**src/rtl/stopwatch_ctrl.sv**
```systemverilog
// ---------------------------------------------------------------------------
// stopwatch_ctrl : run/pause/idle stopwatch FSM with prescaler, elapsed count,
// lap capture and saturate-or-wrap limit (rollover via STOPWATCH_ROLLOVER_EN).
// Revision: 1.0
// ---------------------------------------------------------------------------
`default_nettype none

module stopwatch_ctrl #(
  parameter int TICK_DIV  = 100,
  parameter int CNT_W     = 16,
  parameter int MAX_COUNT = 9999
) (
  input  logic             clk,
  input  logic             reset,
  input  logic             start,
  input  logic             stop,
  input  logic             clear,
  input  logic             lap,
  output logic [1:0]       state,
  output logic             enable,
  output logic [CNT_W-1:0] count,
  output logic             tick,
  output logic [CNT_W-1:0] lap_value,
  output logic             lap_valid,
  output logic             at_max
);

  localparam int PRESC_W = (TICK_DIV > 1) ? $clog2(TICK_DIV) : 1;
  localparam logic [PRESC_W-1:0] PRESC_LAST = PRESC_W'(TICK_DIV - 1);
  localparam logic [CNT_W-1:0]   COUNT_LAST = CNT_W'(MAX_COUNT);

  typedef enum logic [1:0] {
    IDLE    = 2'b00,
    RUNNING = 2'b01,
    PAUSED  = 2'b10,
    ILLEGAL = 2'b11
  } state_t;

  state_t             state_q, state_d;
  logic               enable_q;
  logic [PRESC_W-1:0] presc_q, presc_d;
  logic [CNT_W-1:0]   count_q, count_d;
  logic               tick_q, tick_d;
  logic [CNT_W-1:0]   lap_value_q, lap_value_d;
  logic               lap_valid_q, lap_valid_d;
  logic               inc_event;

  always_ff @(posedge clk) begin
    if (reset) begin
      state_q     <= IDLE;
      enable_q    <= 1'b0;
      presc_q     <= '0;
      count_q     <= '0;
      tick_q      <= 1'b0;
      lap_value_q <= '0;
      lap_valid_q <= 1'b0;
    end else begin
      state_q     <= state_d;
      enable_q    <= (state_d == RUNNING);
      presc_q     <= presc_d;
      count_q     <= count_d;
      tick_q      <= tick_d;
      lap_value_q <= lap_value_d;
      lap_valid_q <= lap_valid_d;
    end
  end

  assign inc_event = (state_q == RUNNING) && (presc_q == PRESC_LAST);

  always_comb begin
    state_d     = state_q;
    presc_d     = presc_q;
    count_d     = count_q;
    tick_d      = 1'b0;
    lap_value_d = lap_value_q;
    lap_valid_d = 1'b0;

    if (clear) begin
      state_d     = IDLE;
      presc_d     = '0;
      count_d     = '0;
      lap_value_d = '0;
    end else begin
      // Capture uses the register value, i.e. pre-increment on a shared edge.
      if (lap && (state_q == RUNNING || state_q == PAUSED)) begin
        lap_value_d = count_q;
        lap_valid_d = 1'b1;
      end

      case (state_q)
        IDLE: begin
          if (start && !stop) state_d = RUNNING;
        end
        RUNNING: begin
          if (inc_event) begin
            presc_d = '0;
            if (count_q == COUNT_LAST) begin
`ifdef STOPWATCH_ROLLOVER_EN
              count_d = '0;
              tick_d  = 1'b1;
`else
              state_d = PAUSED;
`endif
            end else begin
              count_d = count_q + CNT_W'(1);
              tick_d  = 1'b1;
            end
          end else begin
            presc_d = presc_q + PRESC_W'(1);
          end
          if (stop) state_d = PAUSED;
        end
        PAUSED: begin
          if (start && !stop) state_d = RUNNING;
        end
        default: begin
          state_d = IDLE;
        end
      endcase
    end
  end

  assign state     = state_q;
  assign enable    = enable_q;
  assign count     = count_q;
  assign tick      = tick_q;
  assign lap_value = lap_value_q;
  assign lap_valid = lap_valid_q;
  assign at_max    = (count_q == COUNT_LAST);

endmodule

`default_nettype wire

```
**config.mk**
```make
export PLATFORM = sky130hd
export DESIGN_NAME = stopwatch_ctrl
export DESIGN_NICKNAME = d
export VERILOG_FILES = /design/src/rtl/stopwatch_ctrl.sv
export SDC_FILE = /design/constraint.sdc
export NUM_CORES = 1
export LEC_CHECK = 0
export CAP_MARGIN = 20
export CORE_MARGIN = 2
export CORE_UTILIZATION = 54
export CTS_CLUSTER_DIAMETER = 100
export DETAILED_ROUTE_END_ITERATION = 8
export GPL_TIMING_DRIVEN = 0
export PLACE_DENSITY = 0.95
export SLEW_MARGIN = 20
export SYNTH_ARGS = -nofsm -noshare
export SYNTH_HDL_FRONTEND = slang
export SYNTH_SLANG_ARGS = --single-unit
```
**constraint.sdc**
```tcl
create_clock -name clk -period 5.9 [get_ports clk]
set_input_delay 1.77 -clock clk [delete_from_list [all_inputs] [get_ports clk]]
set_output_delay 1.77 -clock clk [all_outputs]
set_load 0.01 [all_outputs]
```
======== Word-level counts from Yosys, hierarchy flattened ========
Index checks and enable logic that the tools add are counted.
storage, ports and cells
  register bits after elaboration ......... 44
  input port bits ......................... 6
  output and inout bits ................... 38
  word-level logic and storage cells ...... 36
operators by class
  add/subtract/negate cells ............... 2
  equality and inequality tests ........... 5
  multiplexer cells ....................... 9
  bitwise logic cells ..................... 3
  reduce and logical (&&, ||, !) cells .... 10
operators by type and width
  cell                                                   count
  adder 16 x 1 -> 16 bit, second input constant          1
  equality test 16 x 14 -> 1 bit, second input constant  1
  2-to-1 mux 2 bit                                       5
  adder 7 x 1 -> 7 bit, second input constant            1
  equality test 7 bit, second input constant             1
  2-to-1 mux 7 bit                                       1
  equality test 2 x 1 -> 1 bit, second input constant    2
  one-hot mux 2 bit (2 select lines)                     1
  OR reduction 2 bit                                     2
  OR reduction 4 bit                                     1
  logical AND 1 bit                                      3
  inverter 1 bit                                         3
  AND reduction 3 bit                                    1
  equality test 2 bit, second input constant             1
  logical NOT 2 bit                                      1
  2-to-1 mux 1 bit                                       2
  logical NOT 1 bit                                      1
  logical OR 1 bit                                       1

======== Logic depth before layout (Yosys ltp) ========
  depth after elaboration ................. 7
  gate-level depth with buffers ........... 8
  mapped depth without buffers ............ 6

======== Worst setup path before layout ========
No wires, ideal clock.
  kind .................................... register -> output
  from .................................... reg count_q[0], in the netlist count[0]
  to ...................................... out at_max
  data arrival time ....................... 1.404 ns
  required time ........................... 4.130 ns
  path slack .............................. 2.726 ns
  cell stages (with the launch flop) ...... 7
  path buffers ............................ 2
  cell sequence ........................... dfxtp_1 ha_1 buf_6 and4b_1 nand4_2 inv_2 buf_6
between the ends
  cells in the longest elaborated chain, start to end .. 1
ends and longest elaborated chain
  what                            line  source
  start, declared                 42    logic [CNT_W-1:0] count_q, count_d;
  start signal, assigned          61    count_q <= count_d;
  equality test 16 x 14 -> 1 bit  129   assign at_max = (count_q == COUNT_LAST);
  end, declared                   25    output logic at_max
Every way passes these cells.

======== Worst setup path in the final report ========
Same ends and word-level chain as after synthesis.

==> metrics <==
wire per inst 15.0 um; PostCTS Resize Cnt 0; Worst EP required 4.13 ns; Post-CTS Setup Inserts 0; DP Area 0.00252 mm^2; Min Hold Slack 0.455 ns; hold depth 2; M3 GR Usage 3.60%; slowest CP cell dfxtp_1; post-synthesis compound-gate area fraction 14.1%; DR vias/cell 5.82; post-layout worst setup margin 1.60 ns; first-pass GRT wire length 8350 um; post-synthesis mux area share 1.48%; # diodes 0; WL final 5100 um; dpl hpwl 3560 um; Warnings, synthesis 0; Worst Clk Skew 0.00649 ns; Post-synth EDFFs 0; Clock Tree Buf Depth 2; post-synth net total 252; CTS tree done; Leak 0.866 nW; IO Port Bufs 43; family with the most delay on the worst path buffers and inverters; Cell Pwr Density 195 mW/mm^2; Max Fanout on Critical Path 10; worst path cell trace ha_1 -> buf_6 -> and4b_1 -> nand4_2 -> inv_2 -> buf_6 -> clkdlybuf4s50_1; die width 65.3 um; commonest non-fill, non-tap cell in the layout nand2_1; GR Layer Usage met2 42.3%; vias post-DR 1972; grt ovf 0; Fmax 232 MHz; H-tree depth 2; layout cells sized above 1 9.28%; GRT Total Usage 24.9%; simple-gate area share of the yosys netlist 30.4%; Least-Margin Pin Slew 0.499 ns; critical path launch point type flop; placed cell count 331; Max IR drop VDD 0.126 mV; outcome completed; worst hold path type flop to flop; Tmin final 4.30 ns; Final Non-Filler Cells 339; synthesis-stage register bit count 44; Num Clock Sinks 44; Seq/Total Area, Yosys 43.5%; Setup TNS 0 ns; Placer Congestion 0.811; vias in the first global route 1843; First DRT Iteration DRCs 247; CP peak stage delay 0.58 ns; Initial Utilization 55.8%; Die Area 0.00426 mm^2; layout net count 302; Distinct cells, synth 47; Most common cell on crit path buf_6; Final ANT Viol Nets 0; synthesized area per cell 8.45 um^2; Chip Height 65.3 um; hold buffers post-CTS 0; WP buf/inv 4; Synth Area in XOR/XNOR 2.16%; Post-Layout Inst Area 0.00261 mm^2; hold_sp lap_value[5]$_SDFFE_PP0P_; Setup CP Type flop to output port; Slew headroom 66.7%; unrepaired setup endpoints after global routing no; synthesized cell area 0.00203 mm^2; Post-Synth Adder-Cell Area 3.70%; R2R Path Start count[0]$_SDFFE_PP0P_; period utilization 72.9%; drt drc 0; CTS root buf clkbuf_8; Core Region 0.00363 mm^2; final-report setup violation count 0; crit end category output port; Clock Pin Slew Worst Setup and Hold Paths 0.08 ns; met1 Use GR 31.9%; async set-reset flop share out of synthesis 0%; Cell Rows 22; drt first pass iters 5; max cap viols 0; Slew Viols, Final 0; gr busiest metal met2; commonest non-fill, non-tap cells in the layout nand2_1, dfxtp_1, clkdlybuf4s50_1; Worst-Skew Late Latency 0.29 ns; area grow syn2layout 28.8%; # IOs 44; FF-to-FF path depth 8; critical path depth 7; Worst Setup SP count[0]$_SDFFE_PP0P_; pre-CTS WS 1.93 ns; CP arrival 2.53 ns; ys flop type dfxtp_1; initial antenna violation count 0; largest net degree at the start of global routing 14; CTS buffer count 5; Synth Instances 240; Final Hold Viols 0; largest family of logic cells by synthesized area simple AND/OR/NAND/NOR gates; FILL cells 281
==> synthesized netlist by cell type, types with 4 or more instances <==
| master | instances | area share (%) |
|---|---|---|
| nor2_1 | 16 | 3.0 |
| nand2_1 | 46 | 8.5 |
| nand3_1 | 9 | 2.2 |
| ha_1 | 6 | 3.7 |
| or3_2 | 4 | 1.5 |
| clkbuf_1 | 7 | 1.3 |
| or3_1 | 6 | 1.9 |
| inv_1 | 4 | 0.74 |
| nand4_1 | 4 | 1.2 |
| dfxtp_1 | 44 | 43 |
| o21ai_0 | 9 | 2.2 |
| and2_1 | 4 | 1.2 |
| a21oi_1 | 31 | 7.7 |
==> routing by layer <==
layer,share of wire (%),up-vias
li1,-,947
met1,43,916
met2,48,96
met3,5.9,13
met4,2.2,0
met5,0,-
==> final timing paths <==
| check | endpoint | slack, ns |
|---|---|---|
| setup reg to reg | count[6]$_SDFFE_PP0P_ | 3.83 |
| setup / recovery | at_max | 1.60 |
| hold reg to reg | lap_value[5]$_SDFFE_PP0P_ | 0.46 |
| hold / removal | lap_value[5]$_SDFFE_PP0P_ | 0.46 |
==> state kept, by name (all words and copies together) (netlist names) <==
name / flops
presc_q: 7
count: 16
lap_value: 16
lap_valid: 1
enable: 1
state: 2
tick: 1
==> power breakdown <==
group          internal [W]  switching, W  total (W)
Clock             0.0000934     0.0000963   0.000190
Combinational    0.00000796     0.0000123  0.0000202
Sequential         0.000297   0.000000568   0.000298
Total              0.000399      0.000109   0.000508
==> area by class of cell <==
| cell class | instances | area, um^2 | share of cell area, % |
|---|---|---|---|
| multi-input cells | 178 | 1050 | 40.2 |
| flip-flops and latches | 44 | 881 | 33.7 |
| repair buffers | 43 | 430 | 16.5 |
| clock buffers | 6 | 82.6 | 3.16 |
| plain buffers | 13 | 77.6 | 2.97 |
| well taps | 48 | 60.1 | 2.30 |
| inverters | 5 | 18.8 | 0.719 |
| clock inverters | 2 | 10.0 | 0.384 |
==> cell families (layout without fill, tap and decap cells) <==
group                    after synthesis  after routing
XOR/XNOR                               5              5
multiplexers                           3              3
AO/OA/AOI/OAI                         51             51
AND/OR/NAND/NOR                      113            113
flip-flops                            44             44
buffers and inverters                 18             69
adder cells (fa/ha/maj)                6              6
==> metrics by stage <==
stage,utilization [%],power (W)
after floorplan,-,0.000316
after global placement,69.3,0.000324
after detailed placement,69.3,0.000325
after CTS,71.8,0.000509
after global routing,71.8,0.000523
final,71.8,0.000508
==> worst register-to-register path, stage by stage (launching register included) <==
cell and delay (ns):
dfxtp_1 0.44, ha_1 0.27, buf_6 0.13, and4b_1 0.18
nand4_2 0.18, inv_2 0.09, buf_6 0.15, o41ai_1 0.38
a21oi_1 0.11
No activity file was read; power rests on OpenSTA's default activity.
==> variant 1, RTL diff (config.mk and constraints unchanged) <==
The parameter `TICK_DIV` goes from 100 to 150.
--- a/src/rtl/stopwatch_ctrl.sv
+++ b/src/rtl/stopwatch_ctrl.sv
@@ -7,5 +7,5 @@
 
 module stopwatch_ctrl #(
-  parameter int TICK_DIV  = 100,
+  parameter int TICK_DIV  = 150,
   parameter int CNT_W     = 16,
   parameter int MAX_COUNT = 9999
Function: no difference found for any inputs over 10 cycles, from zero or initial values and one cycle with reset high; that may be too few to reach the edited logic, so the function may still have changed.
==> variant 1 against the original RTL <==
Routed wire length is 8.5% lower; cell area is 0.19% lower; setup slack better by 0.12 ns; fmax is 2.9% higher; sequential cell count is 1 higher; area after synthesis is 1.4% lower; power is 11% higher; non-clock buffer count is 2 lower; largest cell class unchanged.
==> variant 1: results (changes against the original RTL) <==
| Metric | Value |
|---|---|
| Die footprint | `4200 um2 (-1.3%)` |
| DR WL met3 | `290 um (-3.0%)` |
| Status | `finished, final reports clean` |
| Max-slew headroom | `66.1% (-0.60 points)` |
| Commonest cells post-synth | `nand2_1 (49), dfxtp_1 (45), a21oi_1 (30), nor2_1 (17), clkbuf_1 (10)` |
| Routed vias/inst | `5.74 (-1.3%)` |
| Library cells used by synthesis | `38 (-19%)` |
| Nets@finish | `306 (+1.3%)` |
| R2R setup slack | `3.49 ns (-0.34 ns)` |
| Hold Startpoint | `lap_value[8]` |
| Count of plain and timing-repair buffers | `54 (-3.6%)` |
| GR met1 Demand/Resource | `30.6% (-1.3 points)` |
| Gpl congestion | `0.853 (+5.2%)` |
| TritonRoute pass-1 iters | `4 (-1)` |
| Static Leakage | `0.842 nW (-2.7%)` |
| Final HPWL from detailed placement | `3320 um (-6.9%)` |
| R2r startpoint | `state[1]` |
| Seq area share | `34.6% (+0.83 points)` |
| Met3 Track Usage GR | `5.38% (+1.8 points)` |
| Starting DRC count in detailed routing | `140 (-43%)` |
| Minimum clock period | `4.18 ns (-0.120 ns)` |
| WHS Endpoint | `lap_value[8]` |
| Comb_multi_in | `182 (+2.2%)` |
| Seq/Total Area, Yosys | `45.1% (+1.6 points)` |
| Arr. time, crit path | `2.41 ns (-0.12 ns)` |
| Synth top area cells | `dfxtp_1 (45%), nand2_1 (9.2%), a21oi_1 (7.5%), ha_1 (4.4%), nor2_1 (3.2%)` |
| Fraction of area in multi-input gates | `39.8% (-0.45 points)` |
| # clk buffers | `7 (+1)` |
| First-pass GRT wire length | `8200 um (-1.8%)` |
variant 1: changes by cell type after synthesis, moves of 3 or more:
cell      before  now
or4_1          3    6
buf_6          3    0
nand2_1       46   49
o21ai_0        9    6
nor4_1         1    4
clkbuf_1       7   10
xnor2_1        2    5
or3_2          4    0
variant 1: where the power goes:
part           leakage (nW)  switching (mW)  internal, mW
logic                 0.422          0.0125       0.00788
clock network        0.0585           0.101         0.138
registers             0.362        0.000671         0.304
variant 1: per-stage QoR:
step | utilization [%] | std cells
global placement | 69.0 | 334
CTS | 72.2 | 342
floorplan | - | 243
finish | 72.2 | 342
detailed placement | 69.0 | 334
global route | 72.2 | 342
variant 1: cell families after synthesis:
logic type               after synthesis  share of synthesized area (%)
AO/OA/AOI/OAI                         49                           13.9
adder cells (fa/ha/maj)                7                           4.38
buffers and inverters                 16                           3.07
flip-flops                            45                           45.1
multiplexers                           1                          0.501
AND/OR/NAND/NOR                      117                           29.6
XOR/XNOR                               8                           3.51
==> variant 2, RTL diff (same settings) <==
Without the edit above. Register the inputs `start`, `stop`, `clear` and `lap` before use, with the module's reset. The logic sees them one clock later.
--- a/src/rtl/stopwatch_ctrl.sv
+++ b/src/rtl/stopwatch_ctrl.sv
@@ -36,4 +36,23 @@
     ILLEGAL = 2'b11
   } state_t;
+
+  logic start_q;
+  logic stop_q;
+  logic clear_q;
+  logic lap_q;
+
+  always_ff @(posedge clk) begin
+    if (reset) begin
+      start_q <= '0;
+      stop_q  <= '0;
+      clear_q <= '0;
+      lap_q   <= '0;
+    end else begin
+      start_q <= start;
+      stop_q  <= stop;
+      clear_q <= clear;
+      lap_q   <= lap;
+    end
+  end
 
   state_t             state_q, state_d;
@@ -76,5 +95,5 @@
     lap_valid_d = 1'b0;
 
-    if (clear) begin
+    if (clear_q) begin
       state_d     = IDLE;
       presc_d     = '0;
@@ -83,5 +102,5 @@
     end else begin
       // Capture uses the register value, i.e. pre-increment on a shared edge.
-      if (lap && (state_q == RUNNING || state_q == PAUSED)) begin
+      if (lap_q && (state_q == RUNNING || state_q == PAUSED)) begin
         lap_value_d = count_q;
         lap_valid_d = 1'b1;
@@ -90,5 +109,5 @@
       case (state_q)
         IDLE: begin
-          if (start && !stop) state_d = RUNNING;
+          if (start_q && !stop_q) state_d = RUNNING;
         end
         RUNNING: begin
@@ -109,8 +128,8 @@
             presc_d = presc_q + PRESC_W'(1);
           end
-          if (stop) state_d = PAUSED;
+          if (stop_q) state_d = PAUSED;
         end
         PAUSED: begin
-          if (start && !stop) state_d = RUNNING;
+          if (start_q && !stop_q) state_d = RUNNING;
         end
         default: begin
Function: changed (Yosys sat finds a counterexample within 4 cycles, from zero or initial values and one cycle with reset high).
==> variant 2 against the original RTL <==
Core utilization up 0.25 points; routed wire length is 11% lower; setup slack got worse by 0.49 ns; sequential cell count up 4; final cell count is 1.8% higher; power rose by 6.7%; via count shrank 1.2%; area after synthesis grew 1.7%; cell area grew 1.1%; combinational power rose by 25%; highest routed layer unchanged.
==> variant 2: results (changes against the original RTL) <==
| Metric | Value |
|---|---|
| Nets@finish | `308 (+2.0%)` |
| Commonest cells post-synth | `dfxtp_1 (48), nand2_1 (46), a21oi_1 (30), nor2_1 (16), clkbuf_1 (12)` |
| Seq/Total Area, Yosys | `46.6% (+3.2 points)` |
| Vias in the first global route | `1789 (-2.9%)` |
| Routed vias/inst | `5.65 (-2.9%)` |
| CP max-delay cell | `clkdlybuf4s50_1` |
| Setup Skew | `0.0110 ns (+0.00448 ns)` |
| Post-Route WL | `4550 um (-11%)` |
| Starting DRC count in detailed routing | `77 (-69%)` |
| Maximum clock path buffer count | `2 (unchanged)` |
| Hold Startpoint | `lap_value[9]` |
| Peak VDD IR | `0.191 mV (+51%)` |
| Final HPWL from detailed placement | `3330 um (-6.6%)` |
| Max-slew headroom | `66.2% (-0.49 points)` |
| Gpl congestion | `0.883 (+8.9%)` |
| Static Leakage | `0.881 nW (+1.8%)` |
| First-pass GRT wire length | `7830 um (-6.2%)` |
| Worst-skew pair later-pin latency | `0.31 ns (+0.02 ns)` |
| Pin count of the biggest net entering global routing | `16 (+2)` |
| Syn nets | `258 (+2.4%)` |
| Hold_ws | `0.455 ns (+0.000474 ns)` |
| Slowest Stage Delay on Critical Path | `0.61 ns (+0.03 ns)` |
| Arr. time, crit path | `3.02 ns (+0.49 ns)` |
| Layout filler cell count | `286 (+1.8%)` |
| Status | `finished, final reports clean` |
| Library cells used by synthesis | `41 (-13%)` |
| Synth top area cells | `dfxtp_1 (47%), nand2_1 (8.4%), a21oi_1 (7.3%), ha_1 (3.6%), nor2_1 (2.9%)` |
| Fraction of layout cells with a size suffix above 1 | `5.72% (-3.6 points)` |
| Post-synth top area share | `46.6% (+3.2 points)` |
| R2r endpoint | `count[1]` |
| Worst min-delay path class | `flop to flop` |
| WHS Endpoint | `lap_value[9]` |
variant 2: cells by family after synthesis:
kind of cell	share of synthesized area [%]
flops	46.6
xor+xnor	2.13
mux	0.486
fa+ha+maj	3.64
compound gates	15.0
simple gates	28.5
buf+inv	3.64
variant 2: worst min-delay path, cell delays in order (launching register included):
cell and delay [ns]:
dfxtp_1 0.31, nand2_1 0.05, a21oi_1 0.05
variant 2: final cells by class:
cell class              count  share of cell area, %
inverters                   5                  0.711
clock buffers               5                   2.61
well taps                  48                   2.28
multi-input cells         180                   38.8
clock inverters             3                  0.711
repair buffers             43                   16.3
flip-flops and latches     48                   36.4
plain buffers              13                   2.13
variant 2: through the flow:
step	cell area (um2)	utilization, %	setup slack, ns	cells
after floorplan	2060	-	2.44	246
after global placement	2550	69.7	1.58	337
after detailed placement	2550	69.7	1.53	337
after CTS	2640	72.1	1.15	345
after global routing	2640	72.1	0.942	345
final	2640	72.1	1.11	345
variant 2: worst max-delay path by stage:
stage	start	end	slack, ns	cells past startpoint
after floorplan	count[0]	at_max	2.44	6
after global placement	count[0]	at_max	1.58	7
after detailed placement	count[0]	at_max	1.53	7
after CTS	count[0]	at_max	1.15	7
after global routing	count[1]	at_max	0.94	7
final	count[0]	at_max	1.11	7
variant 2: where the power goes:
part | internal (mW) | switching [mW] | total, mW
clock | 0.0826 | 0.106 | 0.188
combinational | 0.0100 | 0.0153 | 0.0253
sequential | 0.326 | 0.00193 | 0.328
variant 2: metal layers:
metal	track usage [%]	part of all wire [%]
met1	28.1	42
met2	39.0	49
met3	5.28	7.2
met4	13.5	2.1
met5	0	0
